--- config.mk ---
export PLATFORM = sky130hd
export DESIGN_NAME = fft_peak_finder
export DESIGN_NICKNAME = d
export VERILOG_FILES = /design/src/rtl/fft_peak_finder.sv
export SDC_FILE = /design/constraint.sdc
export NUM_CORES = 2
export LEC_CHECK = 0
export BUFFER_PORTS_ARGS = -buffer_cell sky130_fd_sc_hd__buf_2
export CAP_MARGIN = 25
export CORE_ASPECT_RATIO = 1.1
export CORE_MARGIN = 2
export CORE_UTILIZATION = 60
export CTS_CLUSTER_DIAMETER = 30
export DETAILED_ROUTE_END_ITERATION = 8
export GPL_ROUTABILITY_DRIVEN = 0
export GPL_TIMING_DRIVEN = 0
export PLACE_DENSITY = 0.76
export SETUP_SLACK_MARGIN = 0.4
export SLEW_MARGIN = 30
export SYNTH_ARGS = -nofsm -noshare
export SYNTH_HDL_FRONTEND = slang
export SYNTH_SLANG_ARGS = --single-unit
--- constraint.sdc ---
create_clock -name clk -period 8.8 [get_ports clk]
set_clock_uncertainty 0.1 [all_clocks]
set_input_delay 1.76 -clock clk [delete_from_list [all_inputs] [get_ports clk]]
set_output_delay 1.76 -clock clk [all_outputs]
set_load 0.01 [all_outputs]
--- src/rtl/fft_peak_finder.sv ---
// fft_peak_finder: per-frame peak search over streamed FFT bins.
// Three-stage pipe: square, sum, compare against running max.
module fft_peak_finder #(
  parameter int DATA_W  = 16,
  parameter int IDX_W   = 9,
  parameter int N_BINS  = 512,
  parameter int SKIP_DC = 1
) (
  input  logic                     clk,
  input  logic                     reset,
  input  logic                     reset_max,
  input  logic                     bin_valid,
  input  logic [IDX_W-1:0]         bin_index,
  input  logic signed [DATA_W-1:0] bin_re,
  input  logic signed [DATA_W-1:0] bin_im,
  input  logic                     bin_last,
  output logic [IDX_W-1:0]         peak_index,
  output logic [2*DATA_W:0]        peak_mag,
  output logic                     peak_valid,
  output logic                     busy
);

  localparam int PW = 2 * DATA_W;
  localparam logic [IDX_W:0] HALF = (IDX_W+1)'(N_BINS / 2);
  localparam bit SKIP = (SKIP_DC != 0);

  typedef enum logic {IDLE, ACTIVE} state_t;

  state_t state, state_nx;

  logic accept, eligible, first_pend, close;
  logic signed [PW-1:0] re_sq, im_sq;

  logic             s1_valid, s1_elig, s1_last, s1_first;
  logic [IDX_W-1:0] s1_idx;
  logic [PW-1:0]    s1_re2, s1_im2;

  logic             s2_valid, s2_elig, s2_last, s2_first;
  logic [IDX_W-1:0] s2_idx;
  logic [PW:0]      s2_sum;

  logic [IDX_W-1:0] max_idx, base_idx, cand_idx;
  logic [PW:0]      max_mag, base_mag, cand_mag;

  assign accept   = bin_valid && !reset && !reset_max;
  assign re_sq    = bin_re * bin_re;
  assign im_sq    = bin_im * bin_im;
  assign eligible = ({1'b0, bin_index} < HALF) &&
                    !(SKIP && bin_index == '0);
  assign close    = s2_valid && s2_last;

  // S1: squares plus tags; first_pend marks the next bin as a frame start
  always_ff @(posedge clk) begin
    if (reset || reset_max) begin
      s1_valid   <= 1'b0;
      first_pend <= 1'b1;
    end else begin
      s1_valid <= accept;
      if (accept) first_pend <= bin_last;
    end
    if (accept) begin
      s1_re2   <= PW'(re_sq);
      s1_im2   <= PW'(im_sq);
      s1_idx   <= bin_index;
      s1_elig  <= eligible;
      s1_last  <= bin_last;
      s1_first <= first_pend;
    end
  end

  // S2: magnitude sum, one extra bit so two full-scale squares cannot wrap
  always_ff @(posedge clk) begin
    if (reset || reset_max) begin
      s2_valid <= 1'b0;
    end else begin
      s2_valid <= s1_valid;
    end
    s2_sum   <= {1'b0, s1_re2} + {1'b0, s1_im2};
    s2_idx   <= s1_idx;
    s2_elig  <= s1_elig;
    s2_last  <= s1_last;
    s2_first <= s1_first;
  end

  // S3 compare: a frame-start bin ignores the previous frame's max
  always_comb begin
    base_mag = s2_first ? '0 : max_mag;
    base_idx = s2_first ? '0 : max_idx;
    cand_mag = base_mag;
    cand_idx = base_idx;
    if (s2_elig && (s2_sum > base_mag)) begin
      cand_mag = s2_sum;
      cand_idx = s2_idx;
    end
  end

  // S3 register: running max and published peak
  always_ff @(posedge clk) begin
    if (reset) begin
      max_mag    <= '0;
      max_idx    <= '0;
      peak_index <= '0;
      peak_mag   <= '0;
      peak_valid <= 1'b0;
    end else if (reset_max) begin
      max_mag    <= '0;
      max_idx    <= '0;
      peak_valid <= 1'b0;
    end else begin
      peak_valid <= close;
      if (s2_valid) begin
        max_mag <= cand_mag;
        max_idx <= cand_idx;
      end
      if (close) begin
        peak_index <= cand_idx;
        peak_mag   <= cand_mag;
      end
    end
  end

  // Frame state register
  always_ff @(posedge clk) begin
    if (reset || reset_max) begin
      state <= IDLE;
    end else begin
      state <= state_nx;
    end
  end

  // Frame next-state: stay active while newer bins are still in flight
  always_comb begin
    state_nx = state;
    case (state)
      IDLE:    if (accept) state_nx = ACTIVE;
      ACTIVE:  if (close && !s1_valid && !accept) state_nx = IDLE;
      default: state_nx = IDLE;
    endcase
  end

  assign busy = (state == ACTIVE) || s1_valid || s2_valid;

endmodule

==> Word-level counts from Yosys, hierarchy flattened <==
Cells that the tools add are included.
{ "totals": {"reg_bits": 210, "inputBits": 46} }
{ "classes": {"addsub": 1, "n_mul": 2, "order_cmp": 2, "muxes": 7, "bitwise_logic": 2, "n_reduce_logical": 18} }
{ "ops": {"columns": ["cell", "count"], "rows": [
  ["33-bit two-way mux", 2],
  ["16-bit by 16-bit multiplier with 32-bit output", 2],
  ["32-bit by 32-bit adder with 33-bit output", 1],
  ["33-bit greater-than comparator", 1],
  ["9-bit two-way mux", 2],
  ["9-bit logical NOT", 1],
  ["9-bit < comparator (second input constant)", 1],
  ["1-bit logical AND", 7],
  ["1-bit logical NOT", 5],
  ["1-bit logical OR", 3],
  ["1-bit two-way mux", 2],
  ["1-bit NOT", 2],
  ["1-bit one-hot mux with 2 select lines", 1],
  ["2-bit AND reduction", 1],
  ["2-bit OR reduction", 1]
]} }

==> Longest topological paths before layout <==
{ "depth": {"ltp_word": 7, "mapped_depth": 25, "depth_no_buf": 24} }

==> Worst setup path before layout <==
Ideal clock, no wire load.
{ "synth_timing": {"path_type": "input -> register", "startpoint": "in bin_re[1]", "endpoint": "reg s1_re2[30], data pin", "arrival_ns": 7.548, "t_required_ns": 8.435, "setup_slack_ns": 0.886, "path_stages": 22, "path_buffers": 2, "cell_sequence": "clkbuf_1 > clkbuf_1 > nand2_1 > fa_1 > fa_1 > fa_1 > inv_1 > fa_1 > fa_1 > inv_1 > fa_1 > inv_1 > ha_1 > o21a_1 > o21a_1 > o31a_1 > o41a_1 > o22a_2 > a21oi_2 > o21ai_2 > and4_4 > or3_1"} }
{ "synth_via": {"elab_chain_len": 1} }
{ "synth_rtl": {"columns": ["item", "line_no", "source"], "rows": [
  ["start, declared", "14", "input logic signed [DATA_W-1:0] bin_re,"],
  ["16-bit by 16-bit multiplier with 32-bit output", "46", "assign re_sq = bin_re * bin_re;"],
  ["named net re_sq[30]", "32", "logic signed [PW-1:0] re_sq, im_sq;"],
  ["end signal, assigned", "62", "s1_re2 <= PW'(re_sq);"],
  ["end, declared", "36", "logic [PW-1:0] s1_re2, s1_im2;"]
]} }
The timed path passes the listed nets, and every way through them passes these cells.
A chain may end at the register's enable or synchronous reset.

==> Final worst setup path <==
Same ends and word-level chain as after synthesis.

==> results.toml <==
[global_routing]
overflow = 0
antenna_found_initial = 0
grt.total_usage_pct = 26.85
grt_pass1_vias = 20925
grt_max_degree = 55
grt_first_pass_wirelength_mm = 98.43

[synth]
synth_area_leaders = "fa_1 (35%), ha_1 (12%), dfxtp_1 (10%)"
synth_edf_count = 74
postSynthAreaPerCell_um2 = 9.697
synth_top_area_share_pct = 35.36
synthTopCellsByCount = "inv_1 (689), fa_1 (468), ha_1 (246)"
yosysSeqAreaShare_pct = 18.51
yosysMostFrequentCell = "inv_1"
syn_area_um2 = 26490
ys_seq_elements = 208
synth.distinct_cells = 63
ys_warn_count = 0
synth_cells = 2732
async_flop_share_pct = 0
yosys.area.top_type = "fa_1"
synthFlopType = "dfxtp_1"
syn_nets = 3492

[floorplanning]
start_util_pct = 60.99
io_pins = 90
die_x_um = 204.4
core_um2 = 43440
row_count = 80
die_area_um2 = 45850
fp.dieH_um = 224.4

[clocking]
clock_latency_ps = 550
clock_sinks = 208
clockBufferDepth = 3
cts-root-buf = "clkbuf_16"
cts_tree = "yes"
clk_pin_slew_ps = 50
cts.hold.buffers_added = 0
numCtsBuffers = 43
htree_levels = 2

[timing]
timing.final.crit_share_pct = 92.17
finalMaxSlewViolations = 0
tns_ps = 0
fin_crit_ps = 8111
hold_violations = 0
tightest_slew_ps = 707.6
rsz0062_at_grt = "false"
fmax_mhz = 123.3
finalSetupViolCount = 0
slew_headroom_pct = 52.65

[detailed_routing]
vias = 18973
avgViaCountPerCell = 5.465
antenna_left = 0
drtIter0Drc = 1007
wirelength_mm = 58.08
route.detailed.drc = 0
wire_per_inst_um = 16.73
drtPass1Iterations = 5

[setup_path]
cp-end-kind = "flip-flop"
worstReg2RegEnd = "max_mag[31]$_SDFFE_PP0P_"
cp-endpoint = "s1_re2[30]$_DFFE_PP_"
rr_startpoint = "s2_first$_DFF_P_"
worstSetupStartpointType = "input pin"
reg2reg_slack_ps = 4660
reg2reg_depth = 14
crit_fanout = 10
worst_ep_arrival_time_ps = 8270
path_class = "in2reg"
cp-startpoint = "bin_re[1]"
required_ps = 8960

[hold_path]
hold_start = "s1_first$_DFFE_PP_"
hold_path.class = "reg2reg"

[final_layout]
areaGrowthSynthToFinish_pct = 9.771
n_antenna_cell = 0
final_layout_size_suffix_gt1_share_pct = 7.074
num-nets-final = 3623

[job]
cap_violations = 0

[place]
numPortBuffers = 85
dp_hpwl_mm = 48.25

[status]
outcome = "finished clean"
[per-layer routing]
| layer | track usage, % | wire (um) | vias to the layer above |
|---|---|---|---|
| met1 | 31.75 | 21930 | 9468 |
| met4 | 12.20 | 2913 | 0 |
| met3 | 3.260 | 2911 | 210 |
| li1 | - | - | 8693 |
| met2 | 48.74 | 30330 | 602 |
| met5 | 0 | 0 | - |
[sequential cells by signal, summed over array words and instances, names as in the netlist, 9 cells and up]
register and count:
s1_idx 9, s2_sum 33, s1_re2 31, max_mag 33, s2_idx 9, s1_im2 31
peak_index 9, max_idx 9, peak_mag 33
[cell usage in the layout, fill, tap and decap left out, types with 75 or more instances in the layout]
cell type,n
nand2_1,229
a21oi_1,103
inv_1,689
and2_1,75
buf_2,95
dfxtp_1,134
nor2_1,120
xnor2_1,86
fa_1,468
ha_1,246
[critical path, cell delays in order]
cell,delay [ps]
buf_2,80
clkbuf_1,380
clkbuf_2,350
nand2_1,140
fa_1,500
fa_1,520
fa_1,540
inv_1,60
fa_1,480
fa_1,490
inv_1,50
fa_1,470
inv_1,40
ha_1,360
o21a_1,220
o21a_1,200
o31a_1,140
o41a_1,390
o22a_2,240
a21oi_2,190
o21ai_2,100
and4_4,200
or3_1,370
[cells by family after synthesis]
kind of cell | count (synthesis) | synth area share, %
buffers and inverters | 768 | 10.93
adders and majority gates | 714 | 46.98
and+or+nand+nor | 576 | 10.22
AOI/OAI and AO/OA | 319 | 8.326
DFF | 208 | 18.51
xor gates and xnor gates | 111 | 3.670
muxes | 36 | 1.360
[metrics by stage]
stage	utilization (%)	cells	area [um^2]	setup WS, ps	hold WS, ps
5_1_grt	66.94	3472	29080	431.7	219.4
6_report	66.94	3472	29080	689.1	212.7
3_3_place_gp	63.62	3391	27640	128.5	227.0
3_5_place_dp	63.69	3392	27670	52.16	228.5
4_1_cts	66.92	3472	29070	575.7	216.7
2_1_floorplan	-	2732	26490	886.5	223.3
[cell type report]
| class | instances | area [um^2] |
|---|---|---|
| buffer | 78 | 314.1 |
| clock buffer | 56 | 1165 |
| clock inverter | 24 | 241.5 |
| fill | 3336 | 14360 |
| inverter | 690 | 2590 |
| multi-input combinational | 1756 | 18700 |
| sequential | 208 | 4905 |
| tap | 574 | 718.2 |
| timing repair buffer | 86 | 452.9 |
[worst min-delay path by stage]
stage / to / slack (ps) / cells past startpoint
after floorplan: s2_elig$_DFF_P_ / 220 / 0
after global placement: s2_idx[4]$_DFF_P_ / 230 / 0
after detailed placement: s2_last$_DFF_P_ / 230 / 0
after CTS: s2_first$_DFF_P_ / 220 / 0
after global routing: s2_first$_DFF_P_ / 220 / 0
final: s2_first$_DFF_P_ / 210 / 0
[timing repair]
item / CTS / global route
endpoints found under the setup margin: 0 / 6
buffers inserted: 0 / 0
gates resized for setup: 0 / 14
Power is not shown: default switching activity piles up to over one toggle a cycle in this logic, so the estimate is an artifact.
